--- config.mk ---
export PLATFORM = sky130hd
export DESIGN_NAME = second_dif_ctrl_flat
export DESIGN_NICKNAME = d
export VERILOG_FILES = /design/src/rtl/second_dif_ctrl_pkg.sv /design/src/rtl/second_dif_ctrl_if.sv /design/src/rtl/second_dif_ctrl_smp_buf1.sv /design/src/rtl/second_dif_ctrl.sv /design/src/flat_wrapper.sv
export SDC_FILE = /design/constraint.sdc
export NUM_CORES = 1
export LEC_CHECK = 0
export ABC_AREA = 1
export BUFFER_PORTS_ARGS = -buffer_cell sky130_fd_sc_hd__clkbuf_2
export CAP_MARGIN = 40
export CELL_PAD_IN_SITES_DETAIL_PLACEMENT = 0
export CELL_PAD_IN_SITES_GLOBAL_PLACEMENT = 2
export CORE_ASPECT_RATIO = 1.75
export CORE_MARGIN = 2
export CORE_UTILIZATION = 33
export CTS_CLUSTER_DIAMETER = 40
export CTS_CLUSTER_SIZE = 10
export DETAILED_ROUTE_END_ITERATION = 7
export GPL_TIMING_DRIVEN = 0
export PLACE_DENSITY = 0.94
export RECOVER_POWER = 25
export SLEW_MARGIN = 20
export SYNTH_ARGS = -nofsm -noshare
export SYNTH_HDL_FRONTEND = slang
export SYNTH_SLANG_ARGS = --single-unit
--- constraint.sdc ---
create_clock -name clk -period 4.15 [get_ports clk]
set_clock_uncertainty 0.1 [all_clocks]
set_input_delay 0.83 -clock clk [delete_from_list [all_inputs] [get_ports clk]]
set_output_delay 0.83 -clock clk [all_outputs]
set_load 0.05 [all_outputs]
--- src/rtl/second_dif_ctrl_pkg.sv ---
// Shared constants and types for the second-difference engine sequencer.
// Holds the default widths, the one-hot state encoding and the signed result type.
package second_dif_ctrl_pkg;

    localparam int unsigned DwDefault      = 12;
    localparam int unsigned WarmupDefault  = 2;
    localparam int unsigned TimeoutDefault = 8;
    localparam int unsigned CntwDefault    = 8;

    typedef logic [3:0] state_t;

    localparam state_t StIdle    = 4'b0001;
    localparam state_t StIssue   = 4'b0010;
    localparam state_t StWaitFin = 4'b0100;
    localparam state_t StOutput  = 4'b1000;

    typedef logic signed [DwDefault:0] result_t;

    // Counter width able to hold 0..max_val, never narrower than one bit.
    function automatic int unsigned cnt_width(input int unsigned max_val);
        return (max_val > 0) ? $clog2(max_val + 1) : 1;
    endfunction

endpackage

--- src/rtl/second_dif_ctrl_if.sv ---
// Sample strobe, engine start/finish and result stream between the sequencer and its
// neighbours; master is the sequencer side, slave the surrounding logic.
interface second_dif_ctrl_if
    import second_dif_ctrl_pkg::*;
#(
    parameter int unsigned DW = DwDefault
) ();

    logic                 smp_valid;
    logic [DW-1:0]        smp_data;
    logic                 en_dif;
    logic [DW-1:0]        dif_operand;
    logic signed [DW:0]   dif_result;
    logic                 dif_finish;
    logic                 out_valid;
    logic signed [DW:0]   out_data;
    logic                 out_ready;

    modport master (
        input  smp_valid,
        input  smp_data,
        input  dif_result,
        input  dif_finish,
        input  out_ready,
        output en_dif,
        output dif_operand,
        output out_valid,
        output out_data
    );

    modport slave (
        output smp_valid,
        output smp_data,
        output dif_result,
        output dif_finish,
        output out_ready,
        input  en_dif,
        input  dif_operand,
        input  out_valid,
        input  out_data
    );

endinterface

--- src/rtl/second_dif_ctrl_smp_buf1.sv ---
// One-entry sample buffer with overrun detection and a saturating drop counter.
// A load into a full buffer that is not drained the same cycle drops the new sample.
module second_dif_ctrl_smp_buf1
    import second_dif_ctrl_pkg::*;
#(
    parameter int unsigned DW   = DwDefault,
    parameter int unsigned CNTW = CntwDefault
) (
    input  logic            clk,
    input  logic            rst_n,
    input  logic            load,
    input  logic [DW-1:0]   load_data,
    input  logic            consume,
    input  logic            flush,
    input  logic            clear,
    output logic            full,
    output logic [DW-1:0]   data,
    output logic            overrun,
    output logic [CNTW-1:0] drop_cnt
);

    logic            full_q, full_d;
    logic [DW-1:0]   data_q, data_d;
    logic            overrun_q, overrun_d;
    logic [CNTW-1:0] drop_q, drop_d;
    logic            drop;

    assign drop = load && full_q && !consume;

    always_comb begin
        full_d    = full_q;
        data_d    = data_q;
        overrun_d = overrun_q;
        drop_d    = drop_q;

        if (consume) begin
            full_d = 1'b0;
        end
        if (load && !drop) begin
            full_d = 1'b1;
            data_d = load_data;
        end
        if (flush) begin
            full_d = 1'b0;
        end

        if (clear) begin
            overrun_d = 1'b0;
            drop_d    = '0;
        end
        // A fresh drop outranks a same-cycle clear so the event is never lost.
        if (drop) begin
            overrun_d = 1'b1;
            if (drop_q != '1) begin
                drop_d = drop_q + 1'b1;
            end
        end
    end

    always_ff @(posedge clk or negedge rst_n) begin
        if (!rst_n) begin
            full_q    <= 1'b0;
            data_q    <= '0;
            overrun_q <= 1'b0;
            drop_q    <= '0;
        end else begin
            full_q    <= full_d;
            data_q    <= data_d;
            overrun_q <= overrun_d;
            drop_q    <= drop_d;
        end
    end

    assign full     = full_q;
    assign data     = data_q;
    assign overrun  = overrun_q;
    assign drop_cnt = drop_q;

endmodule

--- src/rtl/second_dif_ctrl.sv ---
// Sequencer for the shared second-difference engine: buffers samples, issues one engine op
// per sample, discards warm-up results and streams the rest out over valid/ready.
module second_dif_ctrl
    import second_dif_ctrl_pkg::*;
#(
    parameter int unsigned DW      = DwDefault,
    parameter int unsigned WARMUP  = WarmupDefault,
    parameter int unsigned TIMEOUT = TimeoutDefault,
    parameter int unsigned CNTW    = CntwDefault
) (
    input  logic              clk,
    input  logic              rst_n,
    input  logic              run,
    second_dif_ctrl_if.master bus,
    output logic              overrun,
    output logic [CNTW-1:0]   drop_cnt,
    output logic              timeout_err,
    output logic              busy
);

    localparam int unsigned WarmW = cnt_width(WARMUP);
    localparam int unsigned TmoW  = cnt_width(TIMEOUT);

    state_t             state_q, state_d;
    logic               run_q;
    logic               run_rise;
    logic [WarmW-1:0]   warm_q, warm_d;
    logic [TmoW-1:0]    tcnt_q, tcnt_d;
    logic [DW-1:0]      operand_q, operand_d;
    logic signed [DW:0] out_data_q, out_data_d;
    logic               out_valid_q, out_valid_d;
    logic               timeout_q, timeout_d;

    logic               buf_load;
    logic               buf_full;
    logic [DW-1:0]      buf_data;
    logic               start;

    assign run_rise = run && !run_q;
    assign buf_load = bus.smp_valid && run;
    // Operand is latched on the way into ISSUE so it is already valid alongside en_dif.
    assign start    = (state_q == StIdle) && run && buf_full;

    second_dif_ctrl_smp_buf1 #(
        .DW   (DW),
        .CNTW (CNTW)
    ) u_smp_buf (
        .clk       (clk),
        .rst_n     (rst_n),
        .load      (buf_load),
        .load_data (bus.smp_data),
        .consume   (start),
        .flush     (!run),
        .clear     (run_rise),
        .full      (buf_full),
        .data      (buf_data),
        .overrun   (overrun),
        .drop_cnt  (drop_cnt)
    );

    always_comb begin
        state_d     = state_q;
        warm_d      = warm_q;
        tcnt_d      = tcnt_q;
        operand_d   = operand_q;
        out_data_d  = out_data_q;
        out_valid_d = out_valid_q;
        timeout_d   = timeout_q;

        if (run_rise) begin
            warm_d    = WarmW'(WARMUP);
            timeout_d = 1'b0;
        end

        unique case (state_q)
            StIdle: begin
                if (start) begin
                    operand_d = buf_data;
                    state_d   = StIssue;
                end
            end
            StIssue: begin
                tcnt_d  = TmoW'(1);
                state_d = StWaitFin;
            end
            StWaitFin: begin
                if (bus.dif_finish) begin
                    if (warm_q != '0) begin
                        if (!run_rise) begin
                            warm_d = warm_q - 1'b1;
                        end
                        state_d = StIdle;
                    end else begin
                        out_data_d  = bus.dif_result;
                        out_valid_d = 1'b1;
                        state_d     = StOutput;
                    end
                end else if (tcnt_q >= TmoW'(TIMEOUT - 1)) begin
                    // Flag becomes visible exactly TIMEOUT cycles after the en_dif cycle.
                    timeout_d = 1'b1;
                    state_d   = StIdle;
                end else begin
                    tcnt_d = tcnt_q + 1'b1;
                end
            end
            StOutput: begin
                if (bus.out_ready) begin
                    out_valid_d = 1'b0;
                    state_d     = StIdle;
                end
            end
            default: begin
                state_d = StIdle;
            end
        endcase
    end

    always_ff @(posedge clk or negedge rst_n) begin
        if (!rst_n) begin
            state_q     <= StIdle;
            run_q       <= 1'b0;
            warm_q      <= WarmW'(WARMUP);
            tcnt_q      <= '0;
            operand_q   <= '0;
            out_data_q  <= '0;
            out_valid_q <= 1'b0;
            timeout_q   <= 1'b0;
        end else begin
            state_q     <= state_d;
            run_q       <= run;
            warm_q      <= warm_d;
            tcnt_q      <= tcnt_d;
            operand_q   <= operand_d;
            out_data_q  <= out_data_d;
            out_valid_q <= out_valid_d;
            timeout_q   <= timeout_d;
        end
    end

    assign bus.en_dif      = (state_q == StIssue);
    assign bus.dif_operand = operand_q;
    assign bus.out_valid   = out_valid_q;
    assign bus.out_data    = out_data_q;
    assign timeout_err     = timeout_q;
    assign busy            = (state_q != StIdle);

    state_onehot_a: assert property (@(posedge clk) disable iff (!rst_n) $onehot(state_q));

    out_hold_a: assert property (@(posedge clk) disable iff (!rst_n)
        bus.out_valid && !bus.out_ready |=> bus.out_valid && $stable(bus.out_data));

endmodule

--- src/flat_wrapper.sv ---
// flat-port wrapper written by rule: the top's interface ports become plain ports
module second_dif_ctrl_flat import second_dif_ctrl_pkg::*;
#(
    parameter int unsigned DW      = DwDefault,
    parameter int unsigned WARMUP  = WarmupDefault,
    parameter int unsigned TIMEOUT = TimeoutDefault,
    parameter int unsigned CNTW    = CntwDefault
)
  (clk, rst_n, run, overrun, drop_cnt, timeout_err, busy, bus_smp_valid, bus_smp_data, bus_dif_result, bus_dif_finish, bus_out_ready, bus_en_dif, bus_dif_operand, bus_out_valid, bus_out_data);
  second_dif_ctrl_if #(.DW(DW)) bus_i ();
  input  logic clk;
  input  logic rst_n;
  input  logic run;
  output logic overrun;
  output logic [CNTW-1:0] drop_cnt;
  output logic timeout_err;
  output logic busy;
  input wire logic [$bits(bus_i.smp_valid)-1:0] bus_smp_valid;
  input wire logic [$bits(bus_i.smp_data)-1:0] bus_smp_data;
  input wire logic [$bits(bus_i.dif_result)-1:0] bus_dif_result;
  input wire logic [$bits(bus_i.dif_finish)-1:0] bus_dif_finish;
  input wire logic [$bits(bus_i.out_ready)-1:0] bus_out_ready;
  output wire logic [$bits(bus_i.en_dif)-1:0] bus_en_dif;
  output wire logic [$bits(bus_i.dif_operand)-1:0] bus_dif_operand;
  output wire logic [$bits(bus_i.out_valid)-1:0] bus_out_valid;
  output wire logic [$bits(bus_i.out_data)-1:0] bus_out_data;
  assign bus_i.smp_valid = bus_smp_valid;
  assign bus_i.smp_data = bus_smp_data;
  assign bus_i.dif_result = bus_dif_result;
  assign bus_i.dif_finish = bus_dif_finish;
  assign bus_i.out_ready = bus_out_ready;
  assign bus_en_dif = bus_i.en_dif;
  assign bus_dif_operand = bus_i.dif_operand;
  assign bus_out_valid = bus_i.out_valid;
  assign bus_out_data = bus_i.out_data;
  second_dif_ctrl #(.DW(DW), .WARMUP(WARMUP), .TIMEOUT(TIMEOUT), .CNTW(CNTW)) u_core (.clk(clk), .rst_n(rst_n), .run(run), .bus(bus_i), .overrun(overrun), .drop_cnt(drop_cnt), .timeout_err(timeout_err), .busy(busy));
endmodule
## Yosys cells after proc, flatten, opt, wreduce, memory -nomap -nowiden

Index checks and enable logic that the tools add are counted.

| word-level totals | value |
|---|---|
| bits in writable memories | 0 |
| word-level logic and storage cells | 80 |
| bits in latches | 0 |
| memories kept | 0 |
| register bits after elaboration | 60 |
| ROM bits | 0 |
| output and inout bits | 38 |
| input port bits | 31 |

| operators by class | value |
|---|---|
| reductions and logical operators | 19 |
| add/subtract/negate cells | 3 |
| bitwise operators | 1 |
| multiply operators | 0 |
| shift-type cells | 0 |
| mux-type cells | 30 |
| equality and inequality tests | 14 |
| divide/modulo/power cells | 0 |
| magnitude comparators | 1 |

Operator list:

| operator | count |
|---|---|
| $mux 4 | 7 |
| $mux 8 | 3 |
| $pmux 4 s4 | 1 |
| $mux 1 | 12 |
| $ne 2x2->1 const B | 6 |
| $mux 2 | 5 |
| $reduce_and 3->1 | 3 |
| $add 8x1->8 const B | 1 |
| $ne 8x8->1 const B | 1 |
| $pmux 4 s2 | 1 |
| $reduce_bool 2->1 | 4 |
| $logic_and 1x1->1 | 7 |
| $add 4x1->4 const B | 1 |
| $eq 4x1->1 const B | 1 |
| $eq 4x2->1 const B | 1 |
| $eq 4x3->1 const B | 1 |
| $eq 4x4->1 const B | 1 |
| $ge 4x3->1 const B | 1 |
| $ne 4x1->1 const B | 1 |
| $reduce_and 4->1 | 1 |
| $logic_not 1->1 | 3 |
| $ne 3x1->1 const B | 1 |
| $ne 3x2->1 const B | 1 |
| $pmux 1 s2 | 1 |
| other kinds (3) | 3 |

## Longest topological paths before layout

| depth | value |
|---|---|
| depth in word-level cells | 9 |
| mapped depth | 9 |
| depth with buffers taken out | 9 |

## By module

A second synthesis with hierarchy kept.

| unflattened totals | value |
|---|---|
| cells, all modules | 302 |
| area total of the unflattened synthesis | 2836.5 um^2 |

Modules (own cells, without submodules):

| module | area an instance (um^2) | instances | cells each | sequential area each (um^2) |
|---|---|---|---|---|
| second_dif_ctrl | 1725.4 | 1 | 201 | 953.4 |
| second_dif_ctrl_smp_buf1 | 1111.1 | 1 | 101 | 550.5 |

## Worst setup path before layout

OpenSTA, ideal clock, no wires.

| timing | value |
|---|---|
| path kind | flip-flop to output port |
| start point | reg u_core.state_q[3] |
| end point | out bus_en_dif |
| data arrival time | 1076 ps |
| stages on the path, launching flop included | 4 |
| required time | 3220 ps |
| path slack | 2144 ps |
| path buffers | 0 |
| cell sequence | dfrtp_1 > nor2_4 > nand3_1 > inv_1 |

| on the way | value |
|---|---|
| cells in the longest elaborated chain, start to end | 1 |

RTL lines:

| item | line | RTL |
|---|---|---|
| start: declaration | second_dif_ctrl.sv:24 | `state_t state_q, state_d;` |
| start signal: assignment | second_dif_ctrl.sv:120 | `state_q <= StIdle;` |
| start signal: assignment | second_dif_ctrl.sv:129 | `state_q <= state_d;` |
| $eq 4x2->1 | second_dif_ctrl.sv:140 | `assign bus.en_dif = (state_q == StIssue);` |
| end: declaration | flat_wrapper.sv:23 | `output wire logic [$bits(bus_i.en_dif)-1:0] bus_en_dif;` |

Every way passes these cells.

## Final worst setup path

Ends and elaborated chain as after synthesis.

==> impl_summary.txt <==
----------------------------------------------------
[Outcome]
  Run status ... finished clean

[Critical path]
  WP data required ... 3.22 ns
  Type of element launching the critical path ... flip-flop
  Flop2flop setup slack ... 2.62 ns
  Maximum fanout along the worst path ... 4
  Worst endpoint data arrival time ... 1.54 ns
  R2r worst-path depth ... 8
  Endpoint class of the critical path ... output port
  Crit path kind ... reg -> out

[Floorplan]
  Core area ... 0.00820 sq mm
  I/O pin count ... 69
  Effective utilization at floorplan ... 0.337
  Chip Height ... 125 um
  Width of the chip ... 73.2 um
  Standard-cell row count ... 44
  Die area ... 0.00915 sq mm

[Synth]
  Netlist area before placement ... 0.00276 sq mm
  Synth cell count leaders ... sky130_fd_sc_hd__nand2_1 (109), sky130_fd_sc_hd__dfrtp_1 (58), sky130_fd_sc_hd__inv_1 (40), sky130_fd_sc_hd__o21ai_2 (17), sky130_fd_sc_hd__nor2_1 (16)
  Register bit count reported by yosys ... 60
  Number of enable-type register cells in the synthesized netlist ... 0
  Dominant cell type by area after synthesis ... sky130_fd_sc_hd__dfrtp_1
  Mapped Avg Cell Area ... 8.83 sq um
  Distinct cell type count of the synthesized netlist ... 29
  Number of nets in the synthesized netlist ... 347
  Yosys synthesis warning count ... 0
  Portion of synthesized cell area occupied by the leading cell type ... 0.525
  Main area contributors after synthesis ... sky130_fd_sc_hd__dfrtp_1 (53%), sky130_fd_sc_hd__nand2_1 (15%), sky130_fd_sc_hd__inv_1 (5.4%)
  Share of async-settable or async-resettable flops after synthesis ... 1.00
  Dominant cell by count in the synthesized netlist ... sky130_fd_sc_hd__nand2_1
  Number of cells produced by synthesis ... 313
  Sequential-to-total area share from yosys stat ... 0.544
  Dominant synthesized flop cell ... sky130_fd_sc_hd__dfrtp_1

[Cells and area]
  Antenna diode count ... 0
  Final standard cell area without fillers ... 0.00352 sq mm
  Area of the multi-input gates ... 0.00103 sq mm
  Area added between synthesis and finish ... 27.4%
  Storage cell area ... 0.00150 sq mm
  Layout fillers ... 835
  Layout cells sized above 1 ... 0.315
  Net total in the final layout ... 427

[STA]
  Post-layout minimum cycle time ... 2.47 ns
  Number of max-slew violations in the final report ... 0
  Final Setup Violations ... 0
  Unrepaired setup endpoints after global routing ... false
  Max-slew headroom at the worst pin ... 0.123
  Aggregate negative setup slack ... 0 ns
  Transition time at the pin with the least slew margin ... 1.32 ns
  Highest achievable clock rate ... 0.405 GHz
  Count of endpoints failing hold in the final timing report ... 0
  Final period utilization ... 0.594

[Global route]
  Initial antenna violation count ... 0
  Total Routing Usage GR ... 0.146
  Pin count of the biggest net entering global routing ... 40
  Via count of the first global-routing pass ... 2200
  Wire length of the first global-routing pass ... 10.2 mm
  Overflow left after global routing ... 0

[Placement]
  Input/output buffers ... 68
  Placed inst area ... 0.00324 sq mm
  DP Wirelength ... 4.63 mm
  GP Congestion ... 0.767

[Hold path]
  Worst Hold Depth ... 2
  HP Class ... reg -> reg

[Detailed routing]
  Detail-routed via count per cell ... 4.52
  Total number of vias ... 2211
  Post-route DRC violation count ... 0
  Number of DRC markers in iteration 0 ... 108
  Per-cell routed wire length ... 12.5 um
  Number of nets with antenna violations after routing ... 0
  First drt pass iteration count ... 4
  Routed wire length ... 6.12 mm

[Power and ir drop]
  Maximum ir drop on the vdd rail ... 366 uV
  Cell Pwr Density ... 615 mW/mm^2
  LEAKAGE ... 1.99 nW

[Clocking]
  Count of clock tree sinks ... 60
  Deepest level of the CTS H-tree ... 3
  Resize count post-CTS ... 0
  Clock buffer depth ... 2
  CTS tree ... done
  Clock-pin slew of the registers on the worst-case setup and hold paths ... 0.05 ns
  Buffers inserted by post-CTS timing repair ... 0
  Root buffer cell ... sky130_fd_sc_hd__clkbuf_16
  Clock buffers created by TritonCTS ... 9
  Worst-Skew Late Latency ... 0.32 ns
  Hold buffer count at CTS ... 0

[Job]
  Max cap viols ... 0

----------------------------------------------------
-- worst paths after layout --
| kind | end | from |
|---|---|---|
| worst min-delay path | u_core.bus.dif_operand[3]$_DFFE_PN0P_ | u_core.u_smp_buf.data[3]$_DFFE_PN0P_ |
| worst max-delay path | bus_en_dif | u_core.state_q[3]$_DFFE_PN0P_ |
| max in group asynchronous | u_core.warm_q[1]$_DFF_PN1_ | rst_n |
| min in group asynchronous | u_core.bus.dif_operand[4]$_DFFE_PN0P_ | rst_n |
| worst min register to register | u_core.bus.dif_operand[3]$_DFFE_PN0P_ | u_core.u_smp_buf.data[3]$_DFFE_PN0P_ |
| worst max register to register | u_core.u_smp_buf.data[2]$_DFFE_PN0P_ | u_core.state_q[0]$_DFFE_PN1P_ |
-- critical path, stage by stage (launching register included) --
cell                       delay, ns
sky130_fd_sc_hd__dfrtp_1        0.44
sky130_fd_sc_hd__nor2_4         0.20
sky130_fd_sc_hd__nand3_1        0.18
sky130_fd_sc_hd__inv_1          0.12
sky130_fd_sc_hd__clkbuf_2       0.28
-- area by class of cell --
| cell class | instances | area share |
|---|---|---|
| Buffer | 8 | 0.0188 |
| Clock buffer | 13 | 0.0710 |
| Clock inverter | 2 | 0.00995 |
| Inverter | 44 | 0.0469 |
| Multi-Input combinational cell | 201 | 0.292 |
| Sequential cell | 60 | 0.427 |
| Tap cell | 92 | 0.0327 |
| Timing Repair Buffer | 69 | 0.102 |
-- registers in the layout (all words and copies together), names as in the netlist, 2 cells and up --
register / flops
u_core.bus.dif_operand: 12
u_core.tcnt_q: 4
u_core.warm_q: 2
u_core.bus.out_data: 13
u_core.state_q: 4
u_core.u_smp_buf.data: 12
u_core.u_smp_buf.drop_cnt: 8
-- where the power goes --
group | total, mW | internal (mW) | leakage (nW) | switching, mW
Sequential | 0.788 | 0.711 | 0.786 | 0.0769
Clock | 0.720 | 0.476 | 0.140 | 0.244
Combinational | 0.660 | 0.162 | 1.07 | 0.497
-- cells by family after synthesis --
logic type	after synthesis	share of synthesized area
AND/OR/NAND/NOR	159	0.259
flip-flops	60	0.544
buffers and inverters	52	0.0837
AO/OA/AOI/OAI	35	0.0865
XOR/XNOR	4	0.0127
adder cells (fa/ha/maj)	3	0.0136
-- cells in the final DEF (no fill, tap or decap), drive strengths merged --
master	Yosys	final
clkbuf	1	82
inv	44	44
nor3	1	1
nor2	23	23
or2	2	2
nand3	17	17
nand2	113	113
dfrtp	58	58
nand3b	1	1
buf	7	8
dfstp	2	2
xor2	4	4
nand4	2	2
bufinv	0	1
a21oi	3	3
clkinv	0	1
o21ai	32	32
ha	3	3
-- stage by stage --
stage | hold WS [ns] | setup WS (ns) | total power [mW] | instances | util
after floorplan | 0.342 | 2.14 | 1.29 | 313 | -
after global placement | 0.352 | 1.82 | 1.45 | 473 | 0.392
after detailed placement | 0.362 | 2.00 | 1.47 | 474 | 0.395
after CTS | 0.332 | 1.65 | 2.20 | 489 | 0.430
after global routing | 0.389 | 1.56 | 2.28 | 489 | 0.429
final | 0.366 | 1.68 | 2.17 | 489 | 0.429
-- per-layer routing --
| metal | part of all wire | track usage | up-vias |
|---|---|---|---|
| li1 | - | - | 1119 |
| met1 | 0.38 | 0.156 | 1031 |
| met2 | 0.55 | 0.250 | 52 |
| met3 | 0.047 | 0.0451 | 9 |
| met4 | 0.023 | 0.0752 | 0 |
| met5 | 0 | 0 | - |
(Power assumes the default switching activity.)
